File: src/rtl/reg_scoreboard.sv
// Register scoreboard: per-register pending-write counters for GPR and FPR files,
// issue gating on RAW hazards / saturation / in-flight cap. Optional stats: SCOREBOARD_STATS_EN.

module reg_scoreboard_cnt #(
    parameter int CNT_W = 2
) (
    input  logic             clk,
    input  logic             rst,
    input  logic             clr,
    input  logic             inc,
    input  logic             dec,
    output logic [CNT_W-1:0] cnt
);
    logic dec_ok;
    assign dec_ok = dec && (cnt != '0);

    // issue+retire on the same entry cancel out
    always_ff @(posedge clk or posedge rst) begin
        if (rst)                  cnt <= '0;
        else if (clr)             cnt <= '0;
        else if (inc && !dec_ok)  cnt <= cnt + 1'b1;
        else if (!inc && dec_ok)  cnt <= cnt - 1'b1;
    end
endmodule

module reg_scoreboard #(
    parameter int NREG         = 32,
    parameter int CNT_W        = 2,
    parameter int MAX_INFLIGHT = 8,
    localparam int RW          = $clog2(NREG),
    localparam int IW          = $clog2(MAX_INFLIGHT + 1)
) (
    input  logic            clk,
    input  logic            rst,
    input  logic            iss_valid,
    output logic            iss_ready,
    input  logic [1:0]      iss_rw,
    input  logic [RW-1:0]   iss_rd,
    input  logic            s_use,
    input  logic            s_file,
    input  logic [RW-1:0]   s_reg,
    input  logic            t_use,
    input  logic            t_file,
    input  logic [RW-1:0]   t_reg,
    input  logic [1:0]      wb_rw,
    input  logic [RW-1:0]   wb_rd,
    input  logic            flush,
    output logic [NREG-1:0] busy_gpr,
    output logic [NREG-1:0] busy_fpr,
    output logic [IW-1:0]   inflight,
    output logic            err_underflow,
    output logic [31:0]     stall_cycles
);
    localparam logic [CNT_W-1:0] CNT_MAX = {CNT_W{1'b1}};

    logic [1:0][NREG-1:0][CNT_W-1:0] cnt;
    logic alloc, wb_alloc, hazard_s, hazard_t, dest_sat, full, fire, wb_ok, wb_uf;

    // 01 and 10 allocate; 00 and 11 do not. Bit 1 then selects the file.
    assign alloc    = ^iss_rw;
    assign wb_alloc = ^wb_rw;

    assign hazard_s  = s_use && (cnt[s_file][s_reg] != '0);
    assign hazard_t  = t_use && (cnt[t_file][t_reg] != '0);
    assign dest_sat  = alloc && (cnt[iss_rw[1]][iss_rd] == CNT_MAX);
    assign full      = alloc && (inflight == IW'(MAX_INFLIGHT));
    assign iss_ready = !hazard_s && !hazard_t && !dest_sat && !full;

    assign fire  = iss_valid && iss_ready && alloc && !flush;
    assign wb_ok = wb_alloc && !flush && (cnt[wb_rw[1]][wb_rd] != '0);
    assign wb_uf = wb_alloc && !flush && (cnt[wb_rw[1]][wb_rd] == '0);

    for (genvar f = 0; f < 2; f++) begin : g_file
        for (genvar i = 0; i < NREG; i++) begin : g_reg
            reg_scoreboard_cnt #(.CNT_W(CNT_W)) u_cnt (
                .clk (clk),
                .rst (rst),
                .clr (flush),
                .inc (fire && (iss_rw[1] == 1'(f)) && (iss_rd == RW'(i))),
                .dec (wb_alloc && (wb_rw[1] == 1'(f)) && (wb_rd == RW'(i))),
                .cnt (cnt[f][i])
            );
        end
    end

    for (genvar i = 0; i < NREG; i++) begin : g_busy
        assign busy_gpr[i] = |cnt[0][i];
        assign busy_fpr[i] = |cnt[1][i];
    end

    always_ff @(posedge clk or posedge rst) begin
        if (rst)                inflight <= '0;
        else if (flush)         inflight <= '0;
        else if (fire && !wb_ok) inflight <= inflight + 1'b1;
        else if (!fire && wb_ok) inflight <= inflight - 1'b1;
    end

    always_ff @(posedge clk or posedge rst) begin
        if (rst)        err_underflow <= 1'b0;
        else if (wb_uf) err_underflow <= 1'b1;
    end

`ifdef SCOREBOARD_STATS_EN
    always_ff @(posedge clk or posedge rst) begin
        if (rst)
            stall_cycles <= '0;
        else if (iss_valid && !iss_ready && (stall_cycles != 32'hFFFF_FFFF))
            stall_cycles <= stall_cycles + 1'b1;
    end
`else
    assign stall_cycles = '0;
`endif

endmodule

File: config.mk
export PLATFORM = sky130hd
export DESIGN_NAME = reg_scoreboard
export DESIGN_NICKNAME = d
export VERILOG_FILES = /design/src/rtl/reg_scoreboard.sv
export SDC_FILE = /design/constraint.sdc
export NUM_CORES = 1
export LEC_CHECK = 0
export ABC_AREA = 1
export BUFFER_PORTS_ARGS = -buffer_cell sky130_fd_sc_hd__buf_2
export CAP_MARGIN = 20
export CORE_MARGIN = 10
export CORE_UTILIZATION = 47
export DETAILED_ROUTE_END_ITERATION = 10
export MAX_ROUTING_LAYER = met4
export PLACE_DENSITY = 0.65
export SLEW_MARGIN = 15
export SYNTH_ARGS = -nofsm -noshare
export SYNTH_HDL_FRONTEND = slang
export SYNTH_HIERARCHICAL = 1
export SYNTH_SLANG_ARGS = --single-unit
File: constraint.sdc
create_clock -name clk -period 4.8 [get_ports clk]
set_input_delay 0 -clock clk [delete_from_list [all_inputs] [get_ports clk]]
set_output_delay 0 -clock clk [all_outputs]
set_load 0.05 [all_outputs]
==> parameters.txt <==
Parameter                              Value

Floorplan
  Number of cell rows ... 65
  Total Die Area ... 40000 µm²
  Initial cell density of the core ... 47.9%
  Number of ports placed on the die boundary ... 134
  Height of the die ... 200 µm
  Area of the placeable core ... 31700 µm²
  X dimension of the die ... 200 µm

Route
  Count of vias placed by the detailed router ... 17200
  Final wirelength ... 54000 µm
  DRC viols ... 0
  Wire length per cell after detailed routing ... 17.0 µm
  Number of routed nets with antenna violations ... 0
  Post-detailed-route via-to-cell ratio ... 5.40
  DR iter-0 viols ... 1572
  Count of TritonRoute iterations in the first routing pass ... 6

STA
  RSZ-0062 raised after global routing ... no
  Relative max-transition margin ... 30.7%
  Worst clock skew ... 0.0143 ns
  Period utilization ... 72.6%
  Total negative setup slack ... 0 ns
  Total count of max-transition violations in the final report ... 0
  Worst Setup Slack, final ... 1.32 ns
  Number of hold violations in the final report ... 0
  Clock period minus final worst setup slack ... 3.48 ns
  Least-Margin Pin Slew ... 1.04 ns
  Highest Clock Rate ... 0.287 GHz
  Final setup vio count ... 0

Synthesis
  Unique masters post-synth ... 40
  Number of register bits inferred by synthesis ... 133
  Synthesized area ... 15200 µm²
  Yosys Warn Count ... 6
  Gate Count Post-Synth ... 2698
  Portion of the post-synthesis area used by sequential elements ... 21.9%
  Avg Synthesized Cell Area ... 5.64 µm²

Power
  Reported leakage power ... 9.22 nW
  Switch share ... 33.8%
  Share of power burned in combinational logic ... 19.6%
  Power Internal ... 2.05 mW
  Net switching power ... 1.05 mW
  Peak ir drop on the vdd network ... 0.000260 V
  Ratio of total power to cell area ... 188 nW/µm²
  Relative contribution of the clock network to total power ... 43.6%
  Sequential Power Share ... 36.8%
  Design Power ... 3.10 mW

Clocking
  TritonCTS buffer count ... 17
  Root buffer cell ... sky130_fd_sc_hd__clkbuf_16
  Clock tree sinks ... 133
  Clock latency at the later pin of the worst-skew pair ... 0.46 ns
  Post-CTS Setup Repair Bufs ... 0
  Clock tree from TritonCTS ... done
  Maximum buffer depth of the clock tree ... 2
  Clk slew on worst S/H paths ... 0.07 ns
  CTS H-tree depth ... 4

Worst setup path
  Number of cells on the worst reg-to-reg path ... 22
  Max Fanout on Critical Path ... 18
  Crit path max-delay cell type ... sky130_fd_sc_hd__dfrtp_1
  Critical path capture point type ... register
  Worst Setup Start Kind ... register
  Logic depth of the worst setup path including buffers ... 22
  Worst path cell trace ... nor2_1, o21ai_0, nand2_1, nand3_1, nand3_1, nand2_1, nand2_1, nand3_1, nand3_1, nand4_1, inv_2, nand2_2, buf_12, nor2_1, ha_1, inv_1, nand2_1, nand2_1, nand2_1, nand3_1, nand2_1, inv_1
  Crit path largest cell delay ... 0.48 ns
  Family with the most delay on the worst path ... simple AND/OR/NAND/NOR gates
  Most prevalent standard cell on the critical path ... sky130_fd_sc_hd__nand2_1
  Setup CP Type ... reg2reg
  Worst R2R Setup Slack ... 1.32 ns
  Signal arrival time at the worst endpoint ... 3.83 ns
  Number of buffer and inverter instances along the worst setup path ... 4
  Required time reported for the critical path endpoint ... 5.15 ns

Global routing
  Global-route wire length before repair ... 84600 µm
  Via count of the first global-routing pass ... 15800
  Initial antenna violation count ... 1
  Sum of overflow across all layers after global routing ... 0
  Global router's overall resource usage ... 27.7%
  Pin count of the biggest net entering global routing ... 66

Place
  DP HPWL ... 39200 µm
  Final estimated routing congestion in global placement ... 0.971
  Port bufs ... 101
  Pre-CTS setup slack ... 1.02 ns

Min path
  Worst hold stages ... 5
  Path class of the lowest-slack min-delay path ... in2reg

Run status
  Status ... complete, no violations

Final layout
  Proportion of layout cells with a drive suffix above 1 ... 9.41%
  Net total in the final layout ... 2861
  P&R area growth vs syn ... 8.38%

Flow run
  Max Cap Violations ... 0
==> metrics by stage <==
| step | hold slack [ns] | cell area (µm²) | cells | utilization (%) |
|---|---|---|---|---|
| after floorplan | -0.259 | 15300 | 2729 | - |
| after global placement | 0.375 | 15900 | 3141 | 50.0 |
| after detailed placement | 0.402 | 15900 | 3141 | 50.0 |
| after CTS | 0.103 | 16500 | 3175 | 51.9 |
| after global routing | 0.153 | 16500 | 3176 | 51.9 |
| final | 0.140 | 16500 | 3178 | 52.0 |
==> layer usage <==
layer | part of all wire, % | up-vias | GRT usage, %
li1 | - | 8399 | -
met1 | 43 | 7919 | 35.6
met2 | 45 | 742 | 43.1
met3 | 9.1 | 102 | 4.97
met4 | 3.0 | 0 | 9.76
met5 | 0 | - | -
==> tightest hold or removal path, cell delays in order <==
cell and delay, ns:
sky130_fd_sc_hd__buf_2 0.13, sky130_fd_sc_hd__inv_1 0.05, sky130_fd_sc_hd__ha_1 0.12, sky130_fd_sc_hd__nor2_1 0.07, sky130_fd_sc_hd__a21o_1 0.18
==> path summary, 6_finish.rpt <==
| path | from | to |
|---|---|---|
| min in group asynchronous | rst | g_file[0].g_reg[24].u_cnt/cnt[0]$_DFFE_PP0P_ |
| setup / recovery | g_file[0].g_reg[9].u_cnt/cnt[0]$_DFFE_PP0P_ | g_file[1].g_reg[21].u_cnt/cnt[1]$_DFFE_PP0P_ |
| hold / removal | wb_rw[0] | err_underflow$_DFFE_PP0P_ |
| hold reg to reg | err_underflow$_DFFE_PP0P_ | err_underflow$_DFFE_PP0P_ |
| max in group asynchronous | rst | inflight[1]$_DFFE_PP0P_ |
| setup reg to reg | g_file[0].g_reg[9].u_cnt/cnt[0]$_DFFE_PP0P_ | g_file[1].g_reg[21].u_cnt/cnt[1]$_DFFE_PP0P_ |
==> cells by family after synthesis <==
logic type,share of synthesized area (%)
buf+inv,19.0
other cells,0.0247
compound gates,11.0
xor+xnor,0.173
simple gates,42.2
fa+ha+maj,5.73
flops,21.9
==> flip-flops by register name, summed over array words and instances (netlist names) <==
name,count
inflight,4
err_underflow,1
g_file.g.u_cnt/cnt,128
==> power groups by stage <==
stage	combinational, mW	sequential (mW)	clock (mW)
6_report	0.608	1.14	1.35
5_1_grt	0.654	1.14	1.43
4_1_cts	0.596	1.14	1.38
3_5_place_dp	0.593	1.16	0
3_3_place_gp	0.588	1.16	0
2_1_floorplan	0.405	1.18	0
==> synthesized netlist by cell type <==
cell	instances	share of area, %
sky130_fd_sc_hd__a21oi_2	1	0.058
sky130_fd_sc_hd__clkinv_2	1	0.033
sky130_fd_sc_hd__o2111ai_1	6	0.35
sky130_fd_sc_hd__buf_4	42	2.1
sky130_fd_sc_hd__clkbuf_1	24	0.59
sky130_fd_sc_hd__ha_1	68	5.6
sky130_fd_sc_hd__dfrtp_1	133	22
sky130_fd_sc_hd__nor2_1	347	8.6
sky130_fd_sc_hd__clkinv_1	2	0.049
sky130_fd_sc_hd__o21a_1	1	0.049
sky130_fd_sc_hd__nand3_2	1	0.066
sky130_fd_sc_hd__buf_6	8	0.59
sky130_fd_sc_hd__a21o_1	1	0.049
sky130_fd_sc_hd__o21ai_1	5	0.16
sky130_fd_sc_hd__nand2_2	66	2.7
sky130_fd_sc_hd__nand2_1	687	17
sky130_fd_sc_hd__a21oi_1	77	2.5
sky130_fd_sc_hd__or2_2	1	0.041
sky130_fd_sc_hd__conb_1	1	0.025
sky130_fd_sc_hd__inv_1	564	14
sky130_fd_sc_hd__and3_1	1	0.041
sky130_fd_sc_hd__nand4_1	12	0.49
sky130_fd_sc_hd__nand3_4	1	0.12
sky130_fd_sc_hd__inv_2	8	0.20
sky130_fd_sc_hd__o211ai_1	43	2.1
sky130_fd_sc_hd__nor3_1	64	2.1
sky130_fd_sc_hd__a41oi_1	1	0.058
sky130_fd_sc_hd__nor2_4	3	0.22
sky130_fd_sc_hd__xnor2_1	1	0.058
sky130_fd_sc_hd__a211oi_1	2	0.099
sky130_fd_sc_hd__o211ai_2	13	1.1
sky130_fd_sc_hd__or2_0	5	0.21
sky130_fd_sc_hd__nor2_2	3	0.12
sky130_fd_sc_hd__o21ai_0	133	4.4
sky130_fd_sc_hd__buf_2	45	1.5
sky130_fd_sc_hd__buf_1	1	0.025
sky130_fd_sc_hd__xor2_1	2	0.12
sky130_fd_sc_hd__nand3_1	322	11
sky130_fd_sc_hd__a22o_1	1	0.058
sky130_fd_sc_hd__fa_1	1	0.13
==> what timing repair did <==
| action | in CTS | in global routing |
|---|---|---|
| resized for setup | 0 | 0 |
| hold endpoints to repair | 135 | 0 |
| hold buffers | 2 | 0 |
==> cells in the final DEF, fill, tap and decap left out, drive strengths merged, types with 3 or more instances in the layout <==
master and count:
a21oi 78, buf 130, clkbuf 19, clkinv 11, clkinvlp 4, conb 32
dfrtp 133, diode 3, ha 68, inv 571, nand2 753, nand3 324
nand4 12, nor2 353, nor3 64, o2111ai 6, o211ai 56, o21ai 138
or2 6
==> cell type report <==
| cell class | count | area [µm²] |
|---|---|---|
| diodes | 3 | 7.51 |
| well taps | 402 | 503 |
| fillers | 3313 | 15200 |
| inverters | 575 | 2160 |
| clock buffers | 19 | 453 |
| clock inverters | 13 | 133 |
| repair buffers | 132 | 783 |
| flip-flops and latches | 133 | 3330 |
| multi-input cells | 1901 | 9110 |
Note: power is estimated with default switching activity, not from simulation.
